### src/rtl/assoc_buffer_pkg.sv
// Shared definitions for the associative buffer clients: buffer command
// encodings, buffer_dump FSM state codes and the settle counter width helper.
package assoc_buffer_pkg;

  typedef logic [1:0] buf_ctrl_t;

  localparam buf_ctrl_t CTRL_NONE = 2'd0;
  localparam buf_ctrl_t CTRL_LOAD = 2'd1;
  localparam buf_ctrl_t CTRL_INCR = 2'd2;
  localparam buf_ctrl_t CTRL_CLR  = 2'd3;

  typedef logic [1:0] dump_state_t;

  localparam dump_state_t DUMP_IDLE = 2'd0;
  localparam dump_state_t DUMP_WAIT = 2'd1;
  localparam dump_state_t DUMP_EMIT = 2'd2;
  localparam dump_state_t DUMP_DONE = 2'd3;

  // Bits needed to hold SETTLE-1; never less than one.
  function automatic int settle_width(input int settle);
    return (settle > 1) ? $clog2(settle) : 1;
  endfunction

endpackage

### src/rtl/settle_timer.sv
// Loadable down-counter that parks at zero; terminal is high while the count
// is zero. Used to wait for a buffer lookup to settle after a key change.
module settle_timer #(
  parameter int WIDTH = 1
) (
  input  logic             clk,
  input  logic             async_reset,
  input  logic             load,
  input  logic [WIDTH-1:0] load_value,
  input  logic             enable,
  output logic             terminal
);

  logic [WIDTH-1:0] count_reg;

  always_ff @(posedge clk or posedge async_reset) begin
    if (async_reset) begin
      count_reg <= '0;
    end else if (load) begin
      count_reg <= load_value;
    end else if (enable && (count_reg != '0)) begin
      count_reg <= count_reg - 1'b1;
    end
  end

  assign terminal = (count_reg == '0);

endmodule

### src/rtl/buffer_dump.sv
// Scans every key of the associative buffer and streams (key, data, hit) beats
// over valid/ready. Optional BUFFER_DUMP_SKIP_INVALID_EN suppresses miss beats.
module buffer_dump
  import assoc_buffer_pkg::*;
#(
  parameter int KEY_SIZE  = 2,
  parameter int DATA_SIZE = 4,
  parameter int SETTLE    = 1
) (
  input  logic                 clk,
  input  logic                 async_reset,
  input  logic                 start,
  input  logic                 abort,
  output logic [1:0]           buf_ctrl,
  output logic [KEY_SIZE-1:0]  buf_key,
  input  logic [DATA_SIZE-1:0] buf_data_out,
  input  logic                 buf_valid,
  output logic                 out_valid,
  input  logic                 out_ready,
  output logic [KEY_SIZE-1:0]  out_key,
  output logic [DATA_SIZE-1:0] out_data,
  output logic                 out_hit,
  output logic                 out_last,
  output logic                 busy,
  output logic                 done
);

  localparam int                 SW          = settle_width(SETTLE);
  localparam logic [SW-1:0]      SETTLE_LOAD = SW'(SETTLE - 1);
  localparam logic [KEY_SIZE-1:0] LAST_KEY   = '1;

  dump_state_t          state_reg, state_next;
  logic [KEY_SIZE-1:0]  key_reg;
  logic                 out_valid_reg;
  logic [KEY_SIZE-1:0]  out_key_reg;
  logic [DATA_SIZE-1:0] out_data_reg;
  logic                 out_hit_reg;
  logic                 out_last_reg;

  logic timer_load;
  logic timer_tc;
  logic sample;
  logic handshake;
  logic is_last;
  logic skip_key;
  logic advance;
  logic begin_scan;

`ifdef BUFFER_DUMP_SKIP_INVALID_EN
  assign skip_key = ~buf_valid;
`else
  assign skip_key = 1'b0;
`endif

  assign begin_scan = (state_reg == DUMP_IDLE) && start;
  assign sample     = (state_reg == DUMP_WAIT) && timer_tc;
  assign handshake  = out_valid_reg && out_ready;
  assign is_last    = (key_reg == LAST_KEY);
  // Moving on to another key: either the beat was taken or the key was skipped.
  assign advance    = ((state_reg == DUMP_EMIT) && handshake) || (sample && skip_key);
  assign timer_load = begin_scan || (advance && !is_last);

  settle_timer #(
    .WIDTH(SW)
  ) u_settle_timer (
    .clk        (clk),
    .async_reset(async_reset),
    .load       (timer_load),
    .load_value (SETTLE_LOAD),
    .enable     (state_reg == DUMP_WAIT),
    .terminal   (timer_tc)
  );

  always_comb begin
    state_next = state_reg;
    case (state_reg)
      DUMP_IDLE: if (start) state_next = DUMP_WAIT;
      DUMP_WAIT: begin
        if (sample) begin
          if (!skip_key)    state_next = DUMP_EMIT;
          else if (is_last) state_next = DUMP_DONE;
          else              state_next = DUMP_WAIT;
        end
      end
      DUMP_EMIT: if (handshake) state_next = is_last ? DUMP_DONE : DUMP_WAIT;
      default:   state_next = DUMP_IDLE;
    endcase
    if (abort) state_next = DUMP_IDLE;
  end

  always_ff @(posedge clk or posedge async_reset) begin
    if (async_reset) begin
      state_reg <= DUMP_IDLE;
      key_reg   <= '0;
    end else begin
      state_reg <= state_next;
      if (!abort) begin
        if (begin_scan) begin
          key_reg <= '0;
        end else if (advance && !is_last) begin
          key_reg <= key_reg + 1'b1;
        end
      end
    end
  end

  always_ff @(posedge clk or posedge async_reset) begin
    if (async_reset) begin
      out_valid_reg <= 1'b0;
      out_key_reg   <= '0;
      out_data_reg  <= '0;
      out_hit_reg   <= 1'b0;
      out_last_reg  <= 1'b0;
    end else begin
      if (sample && !skip_key) begin
        out_key_reg   <= key_reg;
        out_data_reg  <= buf_data_out;
        out_hit_reg   <= buf_valid;
        out_last_reg  <= is_last;
        out_valid_reg <= 1'b1;
      end else if (handshake) begin
        out_valid_reg <= 1'b0;
      end
      // Abort wins over a beat being loaded in the same cycle.
      if (abort) out_valid_reg <= 1'b0;
    end
  end

  assign buf_ctrl  = CTRL_NONE;
  assign buf_key   = key_reg;
  assign out_valid = out_valid_reg;
  assign out_key   = out_key_reg;
  assign out_data  = out_data_reg;
  assign out_hit   = out_hit_reg;
  assign out_last  = out_last_reg;
  assign busy      = (state_reg == DUMP_WAIT) || (state_reg == DUMP_EMIT);
  assign done      = (state_reg == DUMP_DONE);

endmodule

### config.mk
export PLATFORM = sky130hd
export DESIGN_NAME = buffer_dump
export DESIGN_NICKNAME = d
export VERILOG_FILES = /design/src/rtl/assoc_buffer_pkg.sv /design/src/rtl/settle_timer.sv /design/src/rtl/buffer_dump.sv
export SDC_FILE = /design/constraint.sdc
export NUM_CORES = 1
export LEC_CHECK = 0
export BUFFER_PORTS_ARGS = -buffer_cell sky130_fd_sc_hd__buf_4
export CAP_MARGIN = 10
export CELL_PAD_IN_SITES_DETAIL_PLACEMENT = 1
export CELL_PAD_IN_SITES_GLOBAL_PLACEMENT = 2
export CORE_MARGIN = 4
export CORE_UTILIZATION = 31
export CTS_CLUSTER_SIZE = 10
export DETAILED_ROUTE_END_ITERATION = 7
export PLACE_DENSITY = 0.82
export SKIP_CTS_REPAIR_TIMING = 1
export SLEW_MARGIN = 5
export SYNTH_ARGS = -nofsm -noshare
export SYNTH_HDL_FRONTEND = slang
export SYNTH_SLANG_ARGS = --single-unit
### constraint.sdc
create_clock -name clk -period 3.6 [get_ports clk]
set_clock_uncertainty 0.15 [all_clocks]
set_input_delay 0.9 -clock clk [delete_from_list [all_inputs] [get_ports clk]]
set_output_delay 0.9 -clock clk [all_outputs]
set_load 0.03 [all_outputs]
==> flow_summary.json <==
{
  "clkLatencyLatePin_ns": 0.28,
  "crit_chain": "inv_1 > ha_1 > buf_4",
  "cts-buffers-inserted": 3,
  "ioPinCount": 25,
  "critPathLaunch": "state_reg[0]$_DFFE_PP0P_",
  "synth_top_family_by_area": "multiplexers",
  "synthSimpleGateAreaFrac_pct": 9.96,
  "slew_viol_final": 0,
  "endpoint_kind": "output port",
  "yosysWarnings": 0,
  "whs_ns": 0.361,
  "yosysUniqueCellTypes": 23,
  "dpl.hpwl_microns": 1170,
  "r2r-start": "state_reg[1]$_DFFE_PP0P_",
  "synthesis.instances": 59,
  "tritoncts": "done",
  "area_growth_pct": 31.1,
  "core.rowCount": 16,
  "crit_path_start_kind": "flop",
  "place_congestion": 0.742,
  "critPathSlowestCell": "dfrtp_1",
  "leakage_nw": 0.461,
  "rrSetupSlack_ns": 1.61,
  "die_w_microns": 55.6,
  "synth_fa_ha_area_share_pct": 8.90,
  "r2r-end": "out_data[1]$_DFFE_PP0P_",
  "finalWirelength_microns": 1440,
  "critPathMaxFanout": 6,
  "cts.reportedPaths.clkPinSlew_ns": 0.08,
  "h-tree-depth": 1,
  "worstSetupPathType": "flop to output port",
  "grt_pass1_wl_microns": 2490,
  "regArea_sq_um": 350,
  "largest_reg_flops": 4,
  "hold_start": "out_key[1]$_DFFE_PP0P_",
  "ys_ff_latch": 14,
  "drc": 0,
  "critPathArrivalTime_ns": 1.27,
  "diodes": 0,
  "power.total_mw": 0.872,
  "min_path_type": "flop to flop",
  "synth_area_sq_um": 703,
  "synth_mux_area_share_pct": 15.8,
  "pre_cts_slack_ns": 1.56,
  "die-area_sq_um": 3090,
  "antenna_found_initial": 0,
  "drtIter0Drc": 4,
  "max_stage_delay_ns": 0.44,
  "initial_utilization_pct": 34.1,
  "synth_compound_area_share_pct": 9.43,
  "cp-endpoint": "busy",
  "vdd_drop_max_mv": 0.363,
  "tightest_slew_ns": 0.759,
  "ant_nets": 0,
  "period_needed_ns": 2.32,
  "p_per_area_nw_per_um2": 945,
  "grt_overflow_total": 0,
  "clock-sinks": 14,
  "drive_gt1_share_pct": 41.0,
  "vias": 515,
  "required_ns": 2.55,
  "clockBufferDepth": 2,
  "rsz0062_at_grt": "no",
  "synth_xor_area_share_pct": 0,
  "core-area_sq_um": 2060,
  "die_h_microns": 55.6,
  "wl_per_cell_microns": 13.1,
  "root_buffer": "clkbuf_4",
  "synth_area_per_cell_sq_um": 11.9,
  "finalSetupViolCount": 0,
  "routed_via_density": 4.68,
  "grt_max_degree": 15,
  "multi_input_area_sq_um": 318,
  "setup_slack_ns": 1.28,
  "hold_viol_final": 0,
  "finalSetupTns_ns": 0,
  "nNetsFinal": 99,
  "max_freq_ghz": 0.431,
  "cap_violations": 0,
  "slew_headroom_pct": 49.3,
  "finalCritPeriodShare_pct": 64.4,
  "grt_pass1_vias": 502,
  "numPortBuffers": 22,
  "status": "complete, no violations",
  "rr_worst_depth": 4,
  "grt_use_total_pct": 10.4,
  "first_pass_iters": 4,
  "n_fill_cell": 239,
  "synth-seq-area-share_pct": 49.8
}
## routing by layer
metal | vias to the layer above | share of wire (%) | track usage [%]
met5 | - | 0 | 0
met4 | 0 | 2.6 | 6.25
met3 | 4 | 5.8 | 3.71
met2 | 16 | 47 | 16.0
met1 | 244 | 44 | 12.3
li1 | 251 | - | -
## cells in the final DEF (no fill, tap or decap), drive strengths merged
cell / instances
a2111o: 1
a21boi: 1
a21oi: 5
and2: 1
and4b: 1
buf: 22
clkbuf: 4
conb: 2
dfrtp: 14
ha: 5
inv: 5
mux2: 9
mux2i: 1
nand2: 2
nand2b: 1
nand3b: 1
nand4b: 1
nor2: 1
nor2b: 2
o21bai: 1
o31ai: 2
or4: 1
## area by class of cell
type,instances,area share (%)
flip-flops and latches,14,38.0
multi-input cells,38,34.5
repair buffers,22,17.9
clock buffers,4,3.93
well taps,27,3.66
inverters,5,2.04
## cell families after synthesis
family	Yosys count
AO/OA/AOI/OAI	10
adder cells (fa/ha/maj)	5
buffers and inverters	8
flip-flops	14
multiplexers	10
other	1
AND/OR/NAND/NOR	11
## worst min-delay path by stage
stage,to,cells past startpoint
2_1_floorplan,u_settle_timer.count_reg$_DFFE_PP0P_,1
3_3_place_gp,out_data[3]$_DFFE_PP0P_,1
3_5_place_dp,out_key[0]$_DFFE_PP0P_,1
4_1_cts,out_key[0]$_DFFE_PP0P_,1
5_1_grt,out_last$_DFFE_PP0P_,1
6_report,out_key[1]$_DFFE_PP0P_,1
## critical path, delay by kind of cell, from the launching register on
kind	cells	cell delay [ns]
adders and majority gates	1	0.29
buffers and inverters	2	0.26
DFF	1	0.44
## synth_stat cells
cell type | number | area, sq um
nand3b_1 | 1 | 7.51
mux2_1 | 1 | 11.3
conb_1 | 1 | 3.75
nor2b_1 | 2 | 12.5
and4b_1 | 1 | 10.0
inv_1 | 5 | 18.8
a2111o_1 | 1 | 11.3
nor2_1 | 1 | 3.75
nand2b_1 | 1 | 6.26
o31ai_1 | 2 | 15.0
buf_2 | 1 | 5.00
nand4b_1 | 1 | 8.76
dfrtp_1 | 14 | 350
mux2_2 | 8 | 90.1
nand2_1 | 2 | 7.51
mux2i_1 | 1 | 10.0
or4_1 | 1 | 7.51
and2_1 | 1 | 6.26
a21oi_1 | 5 | 25.0
buf_4 | 2 | 15.0
ha_1 | 5 | 62.6
a21boi_1 | 1 | 7.51
o21bai_1 | 1 | 7.51
## metrics by stage
step	cells	area (sq um)	utilization (%)
finish	110	922	44.7
global route	110	922	44.7
CTS	110	922	44.7
detailed placement	106	886	43.0
global placement	106	886	43.0
floorplan	60	707	-
## where the power goes
| group | leakage (nW) | internal [mW] | switching (mW) | total [mW] |
|---|---|---|---|---|
| registers | 0.175 | 0.226 | 0.0513 | 0.278 |
| clock network | 0.0210 | 0.0615 | 0.0495 | 0.111 |
| logic | 0.265 | 0.210 | 0.273 | 0.483 |
No activity file was read; power rests on OpenSTA's default activity.
